File: config.mk
export PLATFORM = sky130hd
export DESIGN_NAME = mem_arbiter_rr
export DESIGN_NICKNAME = d
export VERILOG_FILES = /design/src/rtl/mem_arb_pkg.sv /design/src/rtl/mem_arb_picker.sv /design/src/rtl/mem_arbiter_rr.sv
export SDC_FILE = /design/constraint.sdc
export NUM_CORES = 1
export LEC_CHECK = 0
export ABC_AREA = 1
export BUFFER_PORTS_ARGS = -buffer_cell sky130_fd_sc_hd__buf_2
export CAP_MARGIN = 20
export CORE_AREA = 5 5 222 224
export DETAILED_ROUTE_END_ITERATION = 10
export DIE_AREA = 0 0 227 229
export GPL_ROUTABILITY_DRIVEN = 0
export PLACE_DENSITY_LB_ADDON = 0.2
export SETUP_SLACK_MARGIN = 0.02
export SYNTH_ARGS = -nofsm -noshare
export SYNTH_HDL_FRONTEND = slang
export SYNTH_SLANG_ARGS = --single-unit
File: constraint.sdc
create_clock -name clk -period 8.1 [get_ports clk]
set_clock_uncertainty 0.05 [all_clocks]
set_input_delay 0.405 -clock clk [delete_from_list [all_inputs] [get_ports clk]]
set_output_delay 0.405 -clock clk [all_outputs]
set_load 0.05 [all_outputs]
File: src/rtl/mem_arb_pkg.sv
`default_nettype none
// ----------------------------------------------------------------------------
// mem_arb_pkg : shared types and constants for the N-port memory arbiter
// Revision    : 1.0
// ----------------------------------------------------------------------------
package mem_arb_pkg;

  typedef enum logic [1:0] {
    ST_IDLE = 2'd0,
    ST_MEM  = 2'd1,
    ST_DONE = 2'd2
  } arb_state_t;

  localparam int PRIO_RR    = 0;
  localparam int PRIO_FIXED = 1;

endpackage
`default_nettype wire

File: src/rtl/mem_arb_picker.sv
`default_nettype none
// ----------------------------------------------------------------------------
// mem_arb_picker : combinational rotating-base priority picker
// Revision       : 1.0
// ----------------------------------------------------------------------------
module mem_arb_picker
  import mem_arb_pkg::*;
#(
  parameter int NUM_PORTS     = 9,
  parameter int PRIORITY_MODE = PRIO_RR,
  parameter int IDX_W         = $clog2(NUM_PORTS)
) (
  input  logic [NUM_PORTS-1:0] req,
  input  logic [IDX_W-1:0]     base,
  output logic [NUM_PORTS-1:0] onehot,
  output logic [IDX_W-1:0]     idx,
  output logic                 any_valid
);

  logic [IDX_W-1:0] base_eff;
  logic [IDX_W-1:0] cand_idx;
  int               cand;

  // Fixed priority is simply a rotation that always starts at port 0.
  assign base_eff = (PRIORITY_MODE == PRIO_FIXED) ? '0 : base;

  always_comb begin
    onehot    = '0;
    idx       = '0;
    any_valid = 1'b0;
    cand      = 0;
    cand_idx  = '0;
    for (int i = 0; i < NUM_PORTS; i++) begin
      cand = int'(base_eff) + i;
      if (cand >= NUM_PORTS) cand = cand - NUM_PORTS;
      cand_idx = IDX_W'(cand);
      if (!any_valid && req[cand_idx]) begin
        any_valid        = 1'b1;
        idx              = cand_idx;
        onehot[cand_idx] = 1'b1;
      end
    end
  end

endmodule
`default_nettype wire

File: src/rtl/mem_arbiter_rr.sv
`default_nettype none
// ----------------------------------------------------------------------------
// mem_arbiter_rr : N-port request/grant/done arbiter onto one memory port
// Revision       : 1.0
// ----------------------------------------------------------------------------
module mem_arbiter_rr
  import mem_arb_pkg::*;
#(
  parameter int NUM_PORTS     = 9,
  parameter int ADDR_WIDTH    = 16,
  parameter int DATA_WIDTH    = 32,
  parameter int PRIORITY_MODE = 0,
  parameter int TIMEOUT       = 64
) (
  input  logic                             clk,
  input  logic                             rst,
  input  logic [NUM_PORTS-1:0]             port_req,
  input  logic [NUM_PORTS-1:0]             port_we,
  input  logic [NUM_PORTS*ADDR_WIDTH-1:0]  port_addr,
  input  logic [NUM_PORTS*DATA_WIDTH-1:0]  port_wdata,
  output logic [NUM_PORTS-1:0]             port_gnt,
  output logic [NUM_PORTS-1:0]             port_done,
  output logic                             port_err,
  output logic [DATA_WIDTH-1:0]            port_rdata,
  output logic                             mem_req,
  output logic                             mem_we,
  output logic [ADDR_WIDTH-1:0]            mem_addr,
  output logic [DATA_WIDTH-1:0]            mem_wdata,
  input  logic                             mem_ack,
  input  logic [DATA_WIDTH-1:0]            mem_rdata
);

  localparam int IDX_W = $clog2(NUM_PORTS);
  localparam int CNT_W = (TIMEOUT > 0) ? $clog2(TIMEOUT + 1) : 1;
  localparam logic [CNT_W-1:0] CNT_LAST = CNT_W'((TIMEOUT > 0) ? TIMEOUT - 1 : 0);

  arb_state_t             state;
  logic [IDX_W-1:0]       winner;
  logic [IDX_W-1:0]       rr_ptr;
  logic [CNT_W-1:0]       wait_cnt;

  logic [NUM_PORTS-1:0]   pick_onehot;
  logic [IDX_W-1:0]       pick_idx;
  logic                   pick_valid;
  logic [ADDR_WIDTH-1:0]  sel_addr;
  logic [DATA_WIDTH-1:0]  sel_wdata;

  mem_arb_picker #(
    .NUM_PORTS     (NUM_PORTS),
    .PRIORITY_MODE (PRIORITY_MODE),
    .IDX_W         (IDX_W)
  ) u_picker (
    .req       (port_req),
    .base      (rr_ptr),
    .onehot    (pick_onehot),
    .idx       (pick_idx),
    .any_valid (pick_valid)
  );

  always_comb begin
    sel_addr  = '0;
    sel_wdata = '0;
    for (int i = 0; i < NUM_PORTS; i++) begin
      if (pick_idx == IDX_W'(i)) begin
        sel_addr  = port_addr[i*ADDR_WIDTH +: ADDR_WIDTH];
        sel_wdata = port_wdata[i*DATA_WIDTH +: DATA_WIDTH];
      end
    end
  end

  always_ff @(posedge clk or posedge rst) begin
    if (rst) begin
      state      <= ST_IDLE;
      winner     <= '0;
      rr_ptr     <= '0;
      wait_cnt   <= '0;
      port_gnt   <= '0;
      port_done  <= '0;
      port_err   <= 1'b0;
      port_rdata <= '0;
      mem_req    <= 1'b0;
      mem_we     <= 1'b0;
      mem_addr   <= '0;
      mem_wdata  <= '0;
    end else begin
      // Grant/done/err/rdata are single-cycle pulses by default.
      port_gnt   <= '0;
      port_done  <= '0;
      port_err   <= 1'b0;
      port_rdata <= '0;
      case (state)
        ST_IDLE: begin
          if (pick_valid) begin
            winner    <= pick_idx;
            port_gnt  <= pick_onehot;
            mem_req   <= 1'b1;
            mem_we    <= port_we[pick_idx];
            mem_addr  <= sel_addr;
            mem_wdata <= sel_wdata;
            wait_cnt  <= '0;
            state     <= ST_MEM;
          end
        end
        ST_MEM: begin
          if (mem_ack) begin
            mem_req    <= 1'b0;
            port_done  <= NUM_PORTS'(1) << winner;
            port_rdata <= mem_we ? '0 : mem_rdata;
            state      <= ST_DONE;
          end else if (TIMEOUT != 0 && wait_cnt == CNT_LAST) begin
            mem_req   <= 1'b0;
            port_done <= NUM_PORTS'(1) << winner;
            port_err  <= 1'b1;
            state     <= ST_DONE;
          end else if (TIMEOUT != 0) begin
            wait_cnt <= wait_cnt + 1'b1;
          end
        end
        ST_DONE: begin
          rr_ptr <= (winner == IDX_W'(NUM_PORTS - 1)) ? '0 : winner + 1'b1;
          state  <= ST_IDLE;
        end
        default: state <= ST_IDLE;
      endcase
    end
  end

endmodule
`default_nettype wire

==> results of run 1 <==
==> timing repair <==
item | 4_1_cts | 5_1_grt
hold buffers | 1 | 0
endpoints found under the hold margin | 66 | 0
setup buffers | 0 | 0
==> stage by stage <==
step / cells / setup slack (ns) / hold WS (ns)
after detailed placement: 2933 / 1.95 / 0.403
after global placement: 2931 / 2.01 / 0.399
after floorplan: 1794 / 3.98 / 0.383
final: 2976 / 1.94 / 0.0884
after global routing: 2971 / 1.40 / 0.0687
after CTS: 2966 / 1.92 / 0.0392
==> flip-flops by register name (all words and copies together) (netlist names) <==
name        cells
mem_addr       16
winner          4
port_err        1
port_done       9
port_gnt        9
rr_ptr          4
wait_cnt        7
mem_wdata      32
port_rdata     32
mem_req         1
state           2
mem_we          1
==> path summary, 6_finish.rpt <==
path	from	end	cells after the start
hold reg to reg	mem_wdata[28]$_DFFE_PP0P_	mem_wdata[28]$_DFFE_PP0P_	2
hold / removal	mem_rdata[1]	port_rdata[1]$_DFF_PP0_	3
max in group asynchronous	rst	mem_wdata[13]$_DFFE_PP0P_	4
min in group asynchronous	rst	port_rdata[1]$_DFF_PP0_	3
setup reg to reg	rr_ptr[0]$_DFFE_PP0N_	mem_wdata[28]$_DFFE_PP0P_	23
setup / recovery	rr_ptr[0]$_DFFE_PP0N_	mem_wdata[28]$_DFFE_PP0P_	23
==> layer usage <==
metal | wire length, um | vias up
li1 | - | 6936
met1 | 25700 | 6943
met2 | 32800 | 726
met3 | 5270 | 112
met4 | 2040 | 6
met5 | 46 | -
==> critical path, stage by stage, from the launching register on <==
cell	delay, ns
dfrtp_1	0.92
inv_2	0.39
ha_1	0.60
nor2_2	0.22
nand3_1	0.11
nand2_2	0.11
nand2_4	0.10
a21oi_2	0.28
nor2_1	0.17
nand3_2	0.15
inv_2	0.04
nor2_2	0.15
nand2_1	0.07
nor2_1	0.16
nand4_1	0.22
nor3_4	0.33
nand2_1	0.11
nand3_2	0.12
buf_4	0.53
inv_2	0.54
nor2_1	0.30
nor2_1	0.09
nand2_1	0.12
nand2_1	0.05
==> layout make-up <==
cell class | count | area (um2)
fillers | 5326 | 32200
multi-input cells | 1469 | 7010
repair buffers | 606 | 3130
flip-flops and latches | 118 | 2950
well taps | 615 | 769
inverters | 126 | 480
clock buffers | 18 | 439
clock inverters | 14 | 188
diodes | 10 | 25.0
==> cell usage in the layout (no fill, tap or decap), drive strengths merged, types with 16 or more instances in the layout <==
cell	count
ha	29
o21ai	43
inv	120
clkbuf	18
a21oi	91
nand3	160
buf	605
nor2	257
nand2	713
dfrtp	118
nand4	116
clkinv	16
==> kinds of logic after synthesis <==
kind of cell,share of synthesized area
xor+xnor,0.0122
flops,0.275
buf+inv,0.0792
fa+ha+maj,0.0337
compound gates,0.0849
mux,0.000931
simple gates,0.514
==> key figures, run 1 <==
Detailed routing
  • TritonRoute pass-1 iters: 6
  • DRC Markers: 0
  • Total wire length: 65800 um
  • Via-to-Cell Ratio: 4.95
  • 1st-iter DRT viols: 1310
  • Number of routed nets with antenna violations: 0
  • Via count: 14700
  • Wire per inst: 22.1 um

Global route
  • Antenna violations before repair: 27
  • Global-route wire length before repair: 95100 um
  • Gr busiest metal: met2
  • Met1 usage: 0.300
  • Vias in the first global route: 14600
  • GR Util met3: 0.0620
  • Met2 Use GR: 0.425
  • Total GRT Usage: 0.246
  • Congestion Overflow GR: 0
  • Largest net degree at the start of global routing: 78

Critical path
  • R2r setup slk: 1.94 ns
  • Critical Path Fanout Max: 50
  • Arrival time worst endpoint: 6.48 ns
  • Crit end category: register
  • Setup Crit Path Kind: reg -> reg
  • Worst EP required: 8.42 ns
  • Worst setup SP type: register

Placed design
  • PortBufs: 585
  • Dpl hpwl: 53100 um
  • Area after DPL: 14300 um2

Yosys
  • Top cells by area, synth: dfrtp_1 (27%), nand2_1 (24%), nor2_1 (8.6%)
  • Most common library cells after synthesis: nand2_1 (696), nor2_1 (246), nand3_1 (148)
  • Cells after synthesis: 1794
  • Synth area leader: dfrtp_1
  • Ys async rst share: 1.00
  • Register area share after synthesis: 0.275
  • Ys Warns: 0
  • Dominant synthesized flop cell: dfrtp_1
  • Cell with the most instances after synthesis: nand2_1
  • Post-synth cell types: 57
  • Number of flops mapped to enable cells by yosys: 0
  • Post-Synthesis Cell Area: 10800 um2
  • Flops & latches, synth: 118
  • Avg Inst Size Synth: 6.00 um2
  • Synthesized Nets: 2308
  • Post-synth top area share: 0.275

Floorplan
  • Starting Density: 0.228
  • Die Height: 229 um
  • Num rows: 80
  • Die Wd: 227 um
  • Ports: 586
  • Core Box Area: 47100 um2
  • Full die area: 52000 um2

Timing
  • RSZ-0062 raised after global routing: false
  • Final worst path period need: 6.16 ns
  • Slew Viols, Final: 0
  • Rel. slew slack: 0.396
  • # setup viols final: 0
  • Tightest Pin Transition: 0.906 ns
  • Period utilisation layout: 0.760
  • Fmax: 162 MHz
  • Final setup TNS: 0 ns
  • Count of final hold-check violations: 0

Clocking
  • Worst-path clk slew: 0.07 ns
  • Num CTS Buffers: 17
  • H-Tree Depth: 4
  • Resized Gates After CTS: 0
  • CTS Sinks: 118
  • Clock buffer depth: 2
  • Clk_lat worst skew: 0.48 ns
  • CTS tree: yes
  • Clock root cell: clkbuf_16

Cells and area
  • Post-layout util: 0.318
  • Layout Nets: 2852
  • Share of layout cells above drive strength 1: 0.313
  • Area delta synth->final: 39.4%
  • Fin area: 15000 um2

Hold path
  • Hold Crit Class: in -> reg

Job
  • Number of max-cap violations: 0

Outcome
  • Status: finished clean
Power of run 1 is not shown: default switching activity piles up to over one toggle a cycle in this logic, so the estimate is an artifact.
==> inputs of run 2 (changes only) <==
--- a/config.mk
+++ b/config.mk
@@ -8,9 +8,9 @@
 export ABC_AREA = 1
 export BUFFER_PORTS_ARGS = -buffer_cell sky130_fd_sc_hd__buf_2
 export CAP_MARGIN = 20
-export CORE_AREA = 5 5 222 224
+export CORE_AREA = 5 5 228 230
 export DETAILED_ROUTE_END_ITERATION = 10
-export DIE_AREA = 0 0 227 229
+export DIE_AREA = 0 0 233 235
 export GPL_ROUTABILITY_DRIVEN = 0
 export PLACE_DENSITY_LB_ADDON = 0.2
 export SETUP_SLACK_MARGIN = 0.02
==> constraint.sdc (replaced) <==
create_clock -name clk -period 5.4 [get_ports clk]
set_clock_uncertainty 0.05 [all_clocks]
set_input_delay 0.27 -clock clk [delete_from_list [all_inputs] [get_ports clk]]
set_output_delay 0.27 -clock clk [all_outputs]
set_load 0.05 [all_outputs]
==> run 2 against run 1 <==
Flip-flop and latch count stayed put; sequential share of layout area is 0.83 points lower; highest routed layer unchanged; final cell count is 4.2% higher; critical path depth is 3 higher; global-route usage is 1.5 points lower.
==> key figures, run 2 (synthesized netlist as in run 1, its figures left out) <==
Floorplan
  • Die Wd: 233 um (+2.6%)
  • Starting Density: 0.217 (-0.0115)
  • Core Box Area: 49700 um2 (+5.3%)
  • Num rows: 82 (+2.5%)
  • Ports: 586 (unchanged)
  • Die Height: 235 um (+2.6%)
  • Full die area: 54800 um2 (+5.3%)

Timing
  • # setup viols final: 0 (unchanged)
  • Final worst path period need: 4.91 ns (-1.25 ns)
  • Tightest Pin Transition: 0.753 ns (-0.153 ns)
  • Fmax: 204 MHz (+25%)
  • Slew Viols, Final: 0 (unchanged)
  • Final setup TNS: 0 ns (unchanged)
  • RSZ-0062 raised after global routing: false
  • Count of final hold-check violations: 0 (unchanged)
  • Rel. slew slack: 0.498 (+0.102)
  • Period utilisation layout: 0.910 (+0.149)

Global route
  • Total GRT Usage: 0.231 (-0.0151)
  • Vias in the first global route: 15200 (+4.6%)
  • Antenna violations before repair: 16 (-41%)
  • Largest net degree at the start of global routing: 76 (-2.6%)
  • Global-route wire length before repair: 95200 um (about the same)
  • Congestion Overflow GR: 0 (unchanged)

Clocking
  • CTS tree: yes
  • H-Tree Depth: 4 (unchanged)
  • Clock buffer depth: 2 (unchanged)
  • CTS Sinks: 118 (unchanged)
  • Clk_lat worst skew: 0.49 ns (about the same)
  • Clock root cell: clkbuf_16
  • Worst-path clk slew: 0.07 ns (about the same)
  • Num CTS Buffers: 17 (unchanged)

Critical path
  • FF-to-FF Start: rr_ptr[1]$_DFFE_PP0N_
  • Crit-path slowest cell: ha_1
  • Worst Setup SP: rr_ptr[1]$_DFFE_PP0N_
  • CP max stage delay: 0.41 ns (-0.51 ns)
  • Crit end category: register
  • Arrival time worst endpoint: 5.23 ns (-1.25 ns)
  • Worst EP required: 5.72 ns (-2.70 ns)
  • Reg2reg path depth: 26 (+13%)
  • Setup Crit Path Kind: reg -> reg
  • Worst setup SP type: register
  • Most prevalent standard cell on the critical path: nand2_1
  • Critical Path Fanout Max: 43 (-14%)

Cells and area
  • Layout Nets: 2915 (+2.2%)
  • Area delta synth->final: 45.6%
  • Share of layout cells above drive strength 1: 0.318 (+0.00466)
  • Most common cell after layout, fill and taps aside: nand2_1
  • Biggest regs: mem_wdata: 32 flops, port_rdata: 32 flops, mem_addr: 16 flops
  • Commonest cells after routing, fill and taps aside: nand2_1 (695), buf_2 (586), nor2_1 (244), nand3_1 (143), dfrtp_1 (117)

Job
  • Number of max-cap violations: 0 (unchanged)

Outcome
  • Status: finished clean

Detailed routing
  • 1st-iter DRT viols: 1188 (-9.3%)
  • Total wire length: 65200 um (-1.0%)
  • Number of routed nets with antenna violations: 0 (unchanged)
  • TritonRoute pass-1 iters: 6 (unchanged)
  • DRC Markers: 0 (unchanged)
  • Wire per inst: 21.0 um (-5.0%)
  • Via-to-Cell Ratio: 4.81 (-2.8%)
  • Via count: 14900 (+1.2%)

Hold path
  • Hold path depth: 5 (+2)
  • Hold Startpoint: port_wdata[153]
  • Hold Crit Class: in -> reg

Placed design
  • PortBufs: 585 (unchanged)
  • Dpl hpwl: 52100 um (-1.8%)
-- run 2: cell count changes in the layout (fill, tap and decap cells not counted), sizes merged --
cell         previous run  this run
diode                  10        14
clkinvlp                1         5
buf                   605       634
inv                   120       118
dlygate4sd3             1        35
bufinv                  3         0
clkinv                 16        17
-- run 2: layer usage --
layer  vias up  track usage  part of all wire
met4         6       0.0811             0.033
met1      6986        0.278              0.39
met5         -            0           0.00048
met3       126       0.0473             0.082
met2       720        0.407              0.50
li1       7068            -                 -
-- run 2: stage by stage --
step                area, um2  hold WS (ns)  utilization  setup WS (ns)  instances
floorplan               10800         0.293            -           1.28       1794
global placement        14600         0.394        0.295          0.324       3013
detailed placement      14600         0.412        0.295          0.354       3013
CTS                     15600       0.00898        0.313          0.340       3080
global route            15600        0.0501        0.315          0.116       3090
finish                  15700        0.0509        0.315          0.488       3100
-- run 2: worst max-delay path, delay by kind of cell (launching register included) --
| family | cells | cell delay [ns] |
|---|---|---|
| simple gates | 19 | 2.66 |
| fa+ha+maj | 1 | 0.41 |
| compound gates | 2 | 0.49 |
| buf+inv | 4 | 0.75 |
| flops | 1 | 0.39 |
-- run 2: repair_timing --
| item | in CTS | in global routing |
|---|---|---|
| setup buffers | 0 | 4 |
| hold buffers | 35 | 0 |
| resized for setup | 0 | 2 |
| endpoints found under the setup margin | 0 | 3 |
| endpoints found under the hold margin | 108 | 0 |
-- run 2: path summary, 6_finish.rpt --
check                      slack (ns)                        end
min in group asynchronous        0.44   port_rdata[13]$_DFF_PP0_
hold reg to reg                  0.42         port_err$_DFF_PP0_
setup reg to reg                 0.49  mem_wdata[21]$_DFFE_PP0P_
setup / recovery                 0.49  mem_wdata[21]$_DFFE_PP0P_
max in group asynchronous        3.66      port_gnt[2]$_DFF_PP0_
hold / removal                   0.05  mem_wdata[25]$_DFFE_PP0P_
-- run 2: cell type report --
cell class | instances | area (um2)
Multi-Input combinational cell | 1469 | 7010
Fill cell | 5711 | 34000
Timing Repair Buffer | 669 | 3780
Inverter | 126 | 484
Antenna cell | 14 | 35.0
Sequential cell | 118 | 2950
Clock buffer | 18 | 439
Tap cell | 672 | 841
Clock inverter | 14 | 119
Power of run 2 is left out for the same reason.
==> inputs of run 3 (changes only) <==
--- a/config.mk
+++ b/config.mk
@@ -13,7 +13,9 @@
 export DIE_AREA = 0 0 233 235
 export GPL_ROUTABILITY_DRIVEN = 0
 export PLACE_DENSITY_LB_ADDON = 0.2
+export REMOVE_ABC_BUFFERS = 1
 export SETUP_SLACK_MARGIN = 0.02
 export SYNTH_ARGS = -nofsm -noshare
 export SYNTH_HDL_FRONTEND = slang
 export SYNTH_SLANG_ARGS = --single-unit
+export TNS_END_PERCENT = 1
==> constraint.sdc (replaced) <==
create_clock -name clk -period 4.3 [get_ports clk]
set_clock_uncertainty 0.05 [all_clocks]
set_input_delay 0.215 -clock clk [delete_from_list [all_inputs] [get_ports clk]]
set_output_delay 0.215 -clock clk [all_outputs]
set_load 0.05 [all_outputs]
==> run 3 against run 2 <==
Critical path depth grew 2; routed wire length grew 17%; sequential share of layout area shrank 3.5 points.
==> key figures, run 3 (synthesized netlist as in run 1, its figures left out) <==
Clocking
  • Clk_lat worst skew: 0.47 ns (-0.02 ns)
  • CTS Sinks: 118 (unchanged)
  • Worst-path clk slew: 0.06 ns (about the same)
  • Num CTS Buffers: 17 (unchanged)
  • Clock root cell: clkbuf_16
  • CTS tree: yes
  • H-Tree Depth: 4 (unchanged)
  • Clock buffer depth: 2 (unchanged)

Timing
  • # setup viols final: 0 (unchanged)
  • Count of final hold-check violations: 0 (unchanged)
  • Final WS setup: 0.0221 ns (-0.466 ns)
  • Period utilisation layout: 0.995 (+0.0852)
  • Tightest Pin Transition: 0.844 ns (+0.0911 ns)
  • RSZ-0062 raised after global routing: true
  • Rel. slew slack: 0.437 (-0.0607)
  • Fmax: 234 MHz (+15%)
  • Worst Hold Slack: 0.0264 ns (-0.0244 ns)
  • Final worst path period need: 4.28 ns (-0.634 ns)
  • Slew Viols, Final: 0 (unchanged)

Critical path
  • Crit-path slowest cell: dfrtp_1
  • Worst setup SP type: register
  • Reg2reg path depth: 28 (+7.7%)
  • Worst Setup SP: rr_ptr[1]$_DFFE_PP0N_
  • Reg2reg end: mem_wdata[1]$_DFFE_PP0P_
  • Most prevalent standard cell on the critical path: nand2_1
  • CP top delay family: simple AND/OR/NAND/NOR gates
  • Total stage count of the critical path: 28 (+7.7%)
  • Crit end category: register
  • R2r setup slk: 0.02 ns (-0.47 ns)
  • Setup crit end: mem_wdata[1]$_DFFE_PP0P_
  • Arrival time worst endpoint: 4.57 ns (-0.66 ns)
  • Worst EP required: 4.59 ns (-1.13 ns)
  • Setup Crit Path Kind: reg -> reg
  • Critical Path Fanout Max: 20 (-53%)
  • CP max stage delay: 0.39 ns (-0.02 ns)
  • FF-to-FF Start: rr_ptr[1]$_DFFE_PP0N_
  • Crit path buffers/inverters: 6 (+2)

Floorplan
  • Starting Density: 0.217 (unchanged)
  • Core Box Area: 49700 um2 (unchanged)
  • Num rows: 82 (unchanged)
  • Ports: 586 (unchanged)
  • Full die area: 54800 um2 (unchanged)
  • Die Height: 235 um (unchanged)
  • Die Wd: 233 um (unchanged)

Detailed routing
  • Via count: 16500 (+10%)
  • Wire per inst: 22.6 um (+7.6%)
  • Via-to-Cell Ratio: 4.87 (+1.3%)
  • DRC Markers: 0 (unchanged)
  • Total wire length: 76500 um (+17%)
  • Number of routed nets with antenna violations: 0 (unchanged)
  • 1st-iter DRT viols: 1211 (+1.9%)
  • TritonRoute pass-1 iters: 6 (unchanged)

Cells and area
  • Fillcell total: 5436 (-4.8%)
  • Layout Nets: 3179 (+9.1%)
  • Commonest cells after routing, fill and taps aside: nand2_1 (646), buf_2 (585), buf_4 (223), nor2_1 (215), nand3_1 (122)
  • Post-layout util: 0.387 (+0.0714)
  • Biggest regs: mem_wdata: 32 flops, port_rdata: 32 flops, mem_addr: 16 flops
  • Most common cell after layout, fill and taps aside: nand2_1
  • Area delta synth->final: 78.5%
  • Share of layout cells above drive strength 1: 0.430 (+0.111)
  • Fin area: 19200 um2 (+23%)

Global route
  • Total GRT Usage: 0.265 (+0.0337)
  • Antenna violations before repair: 43 (+27)
  • Global-route wire length before repair: 108000 um (+13%)
  • Vias in the first global route: 16700 (+9.9%)
  • Congestion Overflow GR: 0 (unchanged)
  • Largest net degree at the start of global routing: 76 (unchanged)

Placed design
  • Area after DPL: 16200 um2 (+10%)
  • PortBufs: 585 (unchanged)
  • Setup WS pre-CTS: -0.277 ns (-0.631 ns)
  • Dpl hpwl: 61100 um (+17%)

Outcome
  • Status: finished clean

Job
  • Number of max-cap violations: 0 (unchanged)

Hold path
  • Hold Crit Class: in -> reg
run 3: area by class of cell:
class	count	area (um2)	share of cell area
multi-input combinational	1470	8030	0.418
timing repair buffer	932	6160	0.321
sequential	118	2950	0.154
tap	672	841	0.0438
inverter	126	502	0.0261
clock buffer	21	460	0.0240
clock inverter	10	170	0.00886
antenna	34	85.1	0.00443
run 3: worst min path at each step:
stage                                     endpoint  slack [ns]     startpoint  cells past startpoint
after floorplan                 port_err$_DFF_PP0_        0.24        mem_ack                      1
after global placement    port_rdata[12]$_DFF_PP0_        0.34            rst                      2
after detailed placement  port_rdata[28]$_DFF_PP0_        0.34            rst                      2
after CTS                 mem_addr[14]$_DFFE_PP0P_       0.001  port_addr[78]                      5
after global routing      mem_addr[11]$_DFFE_PP0P_        0.03  port_addr[75]                      5
final                     mem_addr[13]$_DFFE_PP0P_        0.03  port_addr[77]                      5
run 3: timing repair:
item,in CTS,in global routing
buffers inserted,11,29
resized for setup,83,204
endpoints found under the setup margin,47,51
hold buffers,72,0
hold endpoints to repair,126,0
cloned,2,2
pin swaps,32,92
run 3: metrics by stage:
stage / TNS, ns / cells
finish: 0 / 3383
global route: -5.65 / 3368
CTS: -0.00269 / 3318
detailed placement: -4.90 / 3202
global placement: -4.38 / 3201
floorplan: -137.88 / 1713
run 3: tightest hold or removal path, stage by stage:
cell	delay [ns]
buf_2	0.09
a21oi_2	0.05
nand4_1	0.06
nand2_1	0.04
nand2_1	0.05
run 3: metal layers:
metal  GRT usage  wire (um)
met5           0         65
met4       0.127       3890
met3      0.0634       5490
met2       0.459      37900
met1       0.305      29200
Power of run 3 is left out for the same reason.
